--- src/rtl/param_regfile.sv ---
// ---------------------------------------------------------------------------
// param_regfile
//
// Register file with 2**ADDR_W entries of DATA_W bits and two registered
// read ports. Writes commit only in the execute phase (pst == EXEC_STATE)
// and only when the ALU result is usable (no overflow/underflow), the
// target is not address 0, and no reinitialisation sweep is running.
// A blocked write attempt raises write_rejected for one cycle.
//
// A reinitialisation sweep writes entry[i] = i (truncated to DATA_W) to
// every entry, one per cycle. It runs after reset and whenever clear_req
// is seen while idle. While it runs, busy is high, both read ports
// output 0 and all writes are rejected.
//
// Optional build macro:
//   REGFILE_BYPASS_EN - a read that samples the address being written at
//                       the same edge returns the new data instead of the
//                       old contents. Address 0 still reads as 0.
//
// Ports:
//   clk            clock
//   rst            reset, asynchronous, active-high (starts a sweep)
//   pst            current processor phase
//   reg_write      write request from control
//   rd1_addr       read port 1 address
//   rd2_addr       read port 2 address
//   wr_addr        write address
//   wr_data        write data (ALU result)
//   overflow       ALU overflow flag (blocks the write)
//   underflow      ALU underflow flag (blocks the write)
//   clear_req      request a full reinitialisation sweep
//   read_data1     registered read port 1
//   read_data2     registered read port 2
//   busy           high while the sweep runs
//   write_rejected one-cycle pulse after a blocked write attempt
// ---------------------------------------------------------------------------
module param_regfile #(
    parameter int               DATA_W     = 4,
    parameter int               ADDR_W     = 4,
    parameter int               PST_W      = 4,
    parameter logic [PST_W-1:0] EXEC_STATE = 4'b1110
) (
    input  logic              clk,
    input  logic              rst,
    input  logic [PST_W-1:0]  pst,
    input  logic              reg_write,
    input  logic [ADDR_W-1:0] rd1_addr,
    input  logic [ADDR_W-1:0] rd2_addr,
    input  logic [ADDR_W-1:0] wr_addr,
    input  logic [DATA_W-1:0] wr_data,
    input  logic              overflow,
    input  logic              underflow,
    input  logic              clear_req,
    output logic [DATA_W-1:0] read_data1,
    output logic [DATA_W-1:0] read_data2,
    output logic              busy,
    output logic              write_rejected
);

    localparam int               DEPTH     = 1 << ADDR_W;
    localparam logic [ADDR_W-1:0] LAST_ADDR = '1;

    typedef enum logic {
        ST_IDLE  = 1'b0,
        ST_SWEEP = 1'b1
    } state_e;

    // -----------------------------------------------------------------------
    // State
    // -----------------------------------------------------------------------
    state_e              state_q, state_d;
    logic [ADDR_W-1:0]   cnt_q, cnt_d;
    logic [DATA_W-1:0]   read_data1_q, read_data1_d;
    logic [DATA_W-1:0]   read_data2_q, read_data2_d;
    logic                write_rejected_q, write_rejected_d;

    logic [DATA_W-1:0]   mem_q [DEPTH];

    // -----------------------------------------------------------------------
    // Write qualification
    // -----------------------------------------------------------------------
    logic                write_attempt;
    logic                write_commit;
    logic                sweeping;

    assign sweeping      = (state_q == ST_SWEEP);
    assign write_attempt = (pst == EXEC_STATE) && reg_write;
    assign write_commit  = write_attempt && (wr_addr != '0) &&
                           !overflow && !underflow && !sweeping;

    // Single memory write port: the sweep and a committed write never
    // coincide because commits are blocked while sweeping.
    logic                mem_we;
    logic [ADDR_W-1:0]   mem_waddr;
    logic [DATA_W-1:0]   mem_wdata;

    always_comb begin
        mem_we    = 1'b0;
        mem_waddr = '0;
        mem_wdata = '0;
        if (sweeping) begin
            mem_we    = 1'b1;
            mem_waddr = cnt_q;
            mem_wdata = DATA_W'(cnt_q);
        end else if (write_commit) begin
            mem_we    = 1'b1;
            mem_waddr = wr_addr;
            mem_wdata = wr_data;
        end
    end

    // -----------------------------------------------------------------------
    // Sweep FSM next state
    // -----------------------------------------------------------------------
    always_comb begin
        state_d = state_q;
        cnt_d   = cnt_q;
        case (state_q)
            ST_IDLE: begin
                // A write in this same cycle still commits; the sweep
                // begins at the following cycle.
                if (clear_req) begin
                    state_d = ST_SWEEP;
                    cnt_d   = '0;
                end
            end
            ST_SWEEP: begin
                // clear_req is deliberately ignored here so a running
                // sweep is never restarted.
                if (cnt_q == LAST_ADDR) begin
                    state_d = ST_IDLE;
                    cnt_d   = '0;
                end else begin
                    cnt_d = cnt_q + 1'b1;
                end
            end
            default: begin
                state_d = ST_SWEEP;
                cnt_d   = '0;
            end
        endcase
    end

    // -----------------------------------------------------------------------
    // Read ports and reject pulse
    // -----------------------------------------------------------------------
    logic [DATA_W-1:0] rd1_val;
    logic [DATA_W-1:0] rd2_val;

    always_comb begin
        rd1_val = mem_q[rd1_addr];
        rd2_val = mem_q[rd2_addr];
`ifdef REGFILE_BYPASS_EN
        if (write_commit && (wr_addr == rd1_addr)) rd1_val = wr_data;
        if (write_commit && (wr_addr == rd2_addr)) rd2_val = wr_data;
`endif
        // Address 0 is hard-wired to zero regardless of storage.
        if (rd1_addr == '0) rd1_val = '0;
        if (rd2_addr == '0) rd2_val = '0;

        // Outputs are registered, so zero them whenever the cycle after
        // this edge belongs to a sweep.
        read_data1_d = (state_d == ST_SWEEP) ? '0 : rd1_val;
        read_data2_d = (state_d == ST_SWEEP) ? '0 : rd2_val;

        write_rejected_d = write_attempt && !write_commit;
    end

    // -----------------------------------------------------------------------
    // FSM and registered outputs
    // -----------------------------------------------------------------------
    always_ff @(posedge clk or posedge rst) begin
        if (rst) begin
            state_q          <= ST_SWEEP;
            cnt_q            <= '0;
            read_data1_q     <= '0;
            read_data2_q     <= '0;
            write_rejected_q <= 1'b0;
        end else begin
            state_q          <= state_d;
            cnt_q            <= cnt_d;
            read_data1_q     <= read_data1_d;
            read_data2_q     <= read_data2_d;
            write_rejected_q <= write_rejected_d;
        end
    end

    // Storage has no reset; the post-reset sweep initialises every entry.
    always_ff @(posedge clk) begin
        if (mem_we) begin
            mem_q[mem_waddr] <= mem_wdata;
        end
    end

    assign read_data1     = read_data1_q;
    assign read_data2     = read_data2_q;
    assign busy           = sweeping;
    assign write_rejected = write_rejected_q;

endmodule

--- config.mk ---
export PLATFORM = sky130hd
export DESIGN_NAME = param_regfile
export DESIGN_NICKNAME = d
export VERILOG_FILES = /design/src/rtl/param_regfile.sv
export SDC_FILE = /design/constraint.sdc
export NUM_CORES = 1
export LEC_CHECK = 0
export ABC_AREA = 0
export BUFFER_PORTS_ARGS = -buffer_cell sky130_fd_sc_hd__buf_2
export CAP_MARGIN = 20
export CORE_ASPECT_RATIO = 2
export CORE_MARGIN = 2
export CORE_UTILIZATION = 59
export DETAILED_ROUTE_END_ITERATION = 12
export MAX_ROUTING_LAYER = met4
export PLACE_DENSITY = 0.76
export SETUP_SLACK_MARGIN = 0.15
export SLEW_MARGIN = 0
export SYNTH_ARGS = -nofsm -noshare
export SYNTH_HDL_FRONTEND = slang
export SYNTH_SLANG_ARGS = --single-unit
--- constraint.sdc ---
create_clock -name clk -period 2.4 [get_ports clk]
set_clock_uncertainty 0.1 [all_clocks]
set_input_delay 0.36 -clock clk [delete_from_list [all_inputs] [get_ports clk]]
set_output_delay 0.36 -clock clk [all_outputs]
set_load 0.1 [all_outputs]
==> out/metrics.yaml, run 1 <==
critical_path:
  crit_arrival_ps: 2100
  crit_start: "busy"
  worst_setup_path_end_kind: "flop"
  crit_type: "flop to flop"
  r2r_slack_ps: 190
  r2r_start: "busy"
  r2r_cells: 4
  worst-path-max-fanout: 18
  worstSetupStartpointType: "flop"
  r2r_end: "mem_q[9][1]"
  critPathRequiredTime_ps: 2300
global_routing:
  overflow: 0
  grt_pass1_wl_um: 12200
  track_usage: 0.253
  grt_pass1_vias: 2310
  antenna_found_initial: 0
  grt_max_degree: 19
pwr:
  ir_worst_vdd_mv: 1.32
  comb_power_share: 0.282
  pwr-share-seq: 0.442
  power.clock.fraction: 0.277
  finalPower_w: 0.00493
  switchingPower_w: 0.00162
  power_density_nw_per_um2: 1120
  swShare: 0.329
  p_int_w: 0.00331
  p_leak_nw: 1.63
logic_synthesis:
  ys_top_cells_by_area: "edfxtp_1 (50%), mux4_2 (18%), dfrtp_1 (8.5%)"
  syn_area_um2: 3830
  synth_cells: 235
  synth_nets: 262
  synth_cell_type_count: 40
  seq_area_frac_synth: 0.594
  netlist_top_cells_count: "edfxtp_1 (64), mux4_2 (30), nor2_1 (23)"
  yosysMostFrequentCell: "edfxtp_1"
  synth_top_area_cell: "edfxtp_1"
  syn_avg_cell_area_um2: 16.3
  async_reset_ff_frac: 0.179
  ys.flop_type: "edfxtp_1"
  yosysWarnings: 0
  synth_edf_count: 64
  synth_top_area_share: 0.502
  synth_seq_cells: 78
detailed_routing:
  wl_per_cell_um: 21.2
  dr.pass1.iters: 4
  route.antenna.remaining_nets: 0
  drc: 0
  wirelength_um: 7820
  detailroute.via_count: 2264
  drtIter0Drc: 196
  drt-vias-per-instance: 6.15
timing:
  relSlewSlack: 0.626
  hold_viol_final: 0
  report.final.slew_viol_count: 0
  fmax_mhz: 453
  finalSetupTns_ps: 0
  setup_viol: 0
  rsz0062_at_grt: "true"
  layout_min_cycle_time_ps: 2210
  worst_pin_slew_ps: 560
  min_period_over_period: 0.919
min_path:
  min_to: "write_rejected"
  min_from: "pst[0]"
  hold_path_depth: 2
  worst_hold_path_type: "primary input to flop"
cts:
  clk_pin_slew_ps: 60
  cts_root_buf: "clkbuf_16"
  htree_levels: 3
  cts.sinks: 78
  tritoncts: "built"
  insertion_delay_ps: 330
  cts_buffers: 9
  clk_path_buf_depth: 2
cells_and_area:
  layout-drive-gt1-share: 0.387
  syn_to_final_growth_pct: 14.8
  fillCellCount: 421
  register_area_um2: 2280
  multi_input_area_um2: 1450
  fin_nets: 304
  antenna_cells_inserted: 0
placement:
  io_buffers: 35
  hpwl_um: 5960
  place_congestion: 0.825
floorplan:
  die_w_um: 60.9
  die_h_um: 118
  placementRows: 41
  ios: 36
  start_util: 0.606
  design.die.area_um2: 7180
  core_um2: 6310
run_status:
  status: "finished, final reports clean"
run:
  drv_cap: 0
==> flip-flops by register name, summed over array words and instances (netlist names) <==
signal	flops
busy	1
mem_q	64
read_data2	4
write_rejected	1
read_data1	4
cnt_q	4
==> metal layers <==
layer	routed length [µm]	GRT usage
met5	0	-
met3	287	0.0484
met4	365	0.139
met1	2790	0.280
met2	4370	0.413
==> critical path, stage by stage, from the launching register on <==
cell and delay [ps]:
dfstp_4 710, and4bb_4 240, a31oi_1 200, a21bo_2 290, nor2_1 320
==> cells in the final DEF, fill, tap and decap left out, types with 2 or more instances in the layout <==
cell type,n
a21o_2,3
a22o_1,3
a31oi_1,2
and2_2,3
and4bb_2,2
buf_2,35
buf_4,7
clkbuf_16,9
dfrtp_1,13
edfxtp_1,64
inv_1,4
inv_6,2
mux2i_1,20
mux4_2,30
nand2_1,10
nand2b_1,3
nand3_1,4
nand3b_1,3
nand4_1,2
nor2_1,19
nor2_2,4
nor3_1,4
o21ai_0,5
o22ai_1,8
==> layout make-up <==
type,instances,share of cell area
Multi-Input combinational cell,141,0.330
Clock inverter,7,0.0182
Clock buffer,9,0.0513
Tap cell,86,0.0245
Inverter,4,0.00342
Sequential cell,78,0.519
Timing Repair Buffer,43,0.0541
==> kinds of logic after synthesis <==
group	Yosys count	share of synthesized area
flip-flops	78	0.594
AO/OA/AOI/OAI	29	0.0585
XOR/XNOR	1	0.00229
buffers and inverters	16	0.0298
multiplexers	50	0.229
adder cells (fa/ha/maj)	1	0.00327
AND/OR/NAND/NOR	60	0.0831
==> worst max path at each step <==
| stage | to | slack [ps] | cells past startpoint |
|---|---|---|---|
| floorplan | mem_q[1][0] | 250 | 4 |
| global placement | mem_q[8][3] | 240 | 4 |
| detailed placement | mem_q[8][3] | 190 | 4 |
| CTS | mem_q[8][3] | 200 | 4 |
| global route | mem_q[9][1] | 110 | 4 |
| finish | mem_q[9][1] | 190 | 4 |
==> power by group through the flow <==
stage	clock, W	sequential, W	combinational (W)
after floorplan	0	0.00228	0.000886
after global placement	0	0.00219	0.00135
after detailed placement	0	0.00220	0.00137
after CTS	0.00138	0.00218	0.00137
after global routing	0.00144	0.00221	0.00149
final	0.00136	0.00218	0.00139
==> stage by stage <==
step	util	instance area (µm²)	instances	setup WS [ps]	hold WS, ps
2_1_floorplan	-	3830	235	250	149
3_3_place_gp	0.644	4070	351	238	336
3_5_place_dp	0.644	4070	351	189	335
4_1_cts	0.694	4380	368	195	126
5_1_grt	0.696	4390	368	110	133
6_report	0.696	4390	368	195	134
==> repair_timing <==
item / 4_1_cts / 5_1_grt
buffers inserted: 0 / 0
endpoints found under the hold margin: 13 / 0
setup endpoints to repair: 0 / 36
hold buffers: 1 / 0
resized for setup: 0 / 4
No activity file was read; power rests on OpenSTA's default activity.
==> inputs of run 2 (changes only) <==
--- a/config.mk
+++ b/config.mk
@@ -5,15 +5,15 @@
 export SDC_FILE = /design/constraint.sdc
 export NUM_CORES = 1
 export LEC_CHECK = 0
-export ABC_AREA = 0
-export BUFFER_PORTS_ARGS = -buffer_cell sky130_fd_sc_hd__buf_2
+export ABC_AREA = 1
+export BUFFER_PORTS_ARGS = -buffer_cell sky130_fd_sc_hd__buf_4
 export CAP_MARGIN = 20
 export CORE_ASPECT_RATIO = 2
 export CORE_MARGIN = 2
 export CORE_UTILIZATION = 59
 export DETAILED_ROUTE_END_ITERATION = 12
 export MAX_ROUTING_LAYER = met4
-export PLACE_DENSITY = 0.76
+export PLACE_DENSITY = 0.79
 export SETUP_SLACK_MARGIN = 0.15
 export SLEW_MARGIN = 0
 export SYNTH_ARGS = -nofsm -noshare
==> out/metrics.yaml, run 2 <==
run_status:
  status: "finished, final reports clean"
cts:
  tritoncts: "built"
  htree_levels: 3  # unchanged
  insertion_delay_ps: 340  # about the same
  cts.sinks: 78  # unchanged
  post_cts_resized: 0  # unchanged
  clk_pin_slew_ps: 60  # about the same
  post_cts_buffers: 0  # unchanged
  clk_path_buf_depth: 2  # unchanged
  cts_buffers: 9  # unchanged
  cts_root_buf: "clkbuf_16"
  cts_hold_buf: 0  # -1
critical_path:
  crit_arrival_ps: 1940  # -160 ps
  worst-path-max-fanout: 10  # -8
  crit_family: "simple AND/OR/NAND/NOR gates"
  worstSetupStartpointType: "flop"
  r2r_end: "mem_q[12][2]"
  slowest_delay_ps: 620  # -90 ps
  critPathRequiredTime_ps: 2290  # about the same
  r2r_slack_ps: 350  # +150 ps
  worst_setup_path_end_kind: "flop"
  r2r_start: "busy"
  crit_chain: "inv_1, nand3_1, nand2_1, nor2_1, inv_1, nor2_1"
  crit_buf_inv: 2  # +2
  cp_slowest_cell: "dfstp_2"
  r2r_cells: 6  # +2
  crit_type: "flop to flop"
global_routing:
  grt_max_degree: 61  # +42
  grt_pass1_vias: 3232  # +40%
  grt_use_met3: 0.0622  # +0.0138
  grt_pass1_wl_um: 15400  # +27%
  busiest_layer: "met2"
  overflow: 0  # unchanged
  grt_use_met2: 0.497  # +0.0833
  use_met1: 0.290  # +0.0100
  track_usage: 0.279  # +0.0258
  antenna_found_initial: 0  # unchanged
pwr:
  power_density_nw_per_um2: 1110  # -1.4%
  p_leak_nw: 1.96  # +20%
  ir_worst_vdd_mv: 0.927  # -30%
  finalPower_w: 0.00506  # +2.6%
cells_and_area:
  layout_common_cells: "nand2_1 (129), edfxtp_1 (64), nor2_1 (58), o21ai_0 (49), inv_1 (45)"
  final_design_area_no_fill_um2: 4570  # +4.1%
  antenna_cells_inserted: 0  # unchanged
  layout-drive-gt1-share: 0.128  # -0.259
  final_common_cell: "nand2_1"
  regMostFlops: "mem_q"
  fin_nets: 515  # +69%
  layout.cells.non_filler: 581  # +58%
  largest_reg_flops: 64  # unchanged
  syn_to_final_growth_pct: 13.2
timing:
  fmax_mhz: 487  # +7.4%
  report.final.slew_viol_count: 0  # unchanged
  rsz0062_at_grt: "false"
  finalSetupTns_ps: 0  # unchanged
  layout_min_cycle_time_ps: 2050  # -151 ps
  worst_pin_slew_ps: 629  # +68.7 ps
  setup_viol: 0  # unchanged
  hold_viol_final: 0  # unchanged
  relSlewSlack: 0.580  # -0.0459
  min_period_over_period: 0.856  # -0.0630
  setup_slack_ps: 346  # +151 ps
placement:
  io_buffers: 35  # unchanged
  place_congestion: 0.931  # +13%
  placed_cell_area_um2: 4270  # +5.1%
  hpwl_um: 7000  # +17%
  post-place-ws_ps: 290  # +100 ps
  dpl.cell_count: 565  # +61%
detailed_routing:
  drtIter0Drc: 339  # +73%
  drc: 0  # unchanged
  wl_per_cell_um: 16.6  # -22%
  dr.pass1.iters: 5  # +1
  route.antenna.remaining_nets: 0  # unchanged
  wirelength_um: 9660  # +24%
  drt-vias-per-instance: 5.70  # -7.4%
  detailroute.via_count: 3311  # +46%
logic_synthesis:
  synth_cells: 462  # +97%
  yosysMostFrequentCell: "nand2_1"
  synth_top_area_share: 0.476  # -0.0265
  ys.flop_type: "edfxtp_1"
  synth_edf_count: 64  # unchanged
  syn_avg_cell_area_um2: 8.74  # -46%
  synth_nets: 489  # +87%
  netlist_top_cells_count: "nand2_1 (129), edfxtp_1 (64), nor2_1 (58)"
  synth_seq_cells: 78  # unchanged
  async_reset_ff_frac: 0.179  # unchanged
  synth_cell_type_count: 32  # -20%
  seq_area_frac_synth: 0.563  # -0.0313
  ys_top_cells_by_area: "edfxtp_1 (48%), nand2_1 (12%), dfrtp_1 (8.1%)"
  yosysWarnings: 0  # unchanged
  synth_top_area_cell: "edfxtp_1"
  syn_area_um2: 4040  # +5.6%
run:
  drv_cap: 0  # unchanged
floorplan:
  design.die.area_um2: 7560  # +5.3%
  ios: 36  # unchanged
  placementRows: 42  # +2.4%
  die_w_um: 62.5  # +2.6%
  die_h_um: 121  # +2.7%
  core_um2: 6620  # +4.9%
  start_util: 0.610  # +0.00359
min_path:
  worst_hold_path_type: "primary input to async pin"
==> run 2: per-stage QoR <==
stage | hold WS (ps) | util
after global placement | 359 | 0.646
after detailed placement | 381 | 0.646
after floorplan | 149 | -
after global routing | 58.5 | 0.690
after CTS | 19.9 | 0.690
final | 8.58 | 0.690
==> run 2: power breakdown <==
part           internal (W)  switching [W]
sequential          0.00206       0.000169
clock              0.000812       0.000542
combinational      0.000335        0.00114
total               0.00321        0.00185
==> run 2: worst reg2reg max path: stages (launching register included) <==
cell     delay (ps)
dfstp_2         620
inv_1           160
nand3_1         140
nand2_1          90
nor2_1          150
inv_1            90
nor2_1          350
==> run 2: layout make-up <==
type                    count  area (µm²)
flip-flops and latches     78        2270
fillers                   546        2050
multi-input cells         317        1450
repair buffers             36         270
clock buffers              10         229
inverters                  46         173
well taps                  88         110
clock inverters             6        68.8
==> run 2: cells by family after synthesis <==
family,count (synthesis),synth area share
and+or+nand+nor,219,0.221
xor gates and xnor gates,1,0.00217
adders and majority gates,1,0.00310
DFF,78,0.563
buffers and inverters,67,0.0787
AOI/OAI and AO/OA,96,0.133
==> run 2: layer usage <==
| metal | vias to the layer above | routed length, µm |
|---|---|---|
| met1 | 1510 | 3440 |
| met5 | - | 0 |
| met3 | 30 | 627 |
| li1 | 1594 | - |
| met4 | 0 | 365 |
| met2 | 177 | 5230 |
==> run 2: how the worst max path moves through the flow <==
| stage | slack, ps | depth (start not counted) | from | to |
|---|---|---|---|---|
| finish | 350 | 6 | busy | mem_q[12][2] |
| global route | 190 | 6 | busy | mem_q[12][1] |
| CTS | 330 | 6 | busy | mem_q[12][3] |
| detailed placement | 290 | 9 | pst[2] | mem_q[14][1] |
| global placement | 400 | 6 | busy | mem_q[12][1] |
| floorplan | 160 | 7 | busy | mem_q[4][0] |
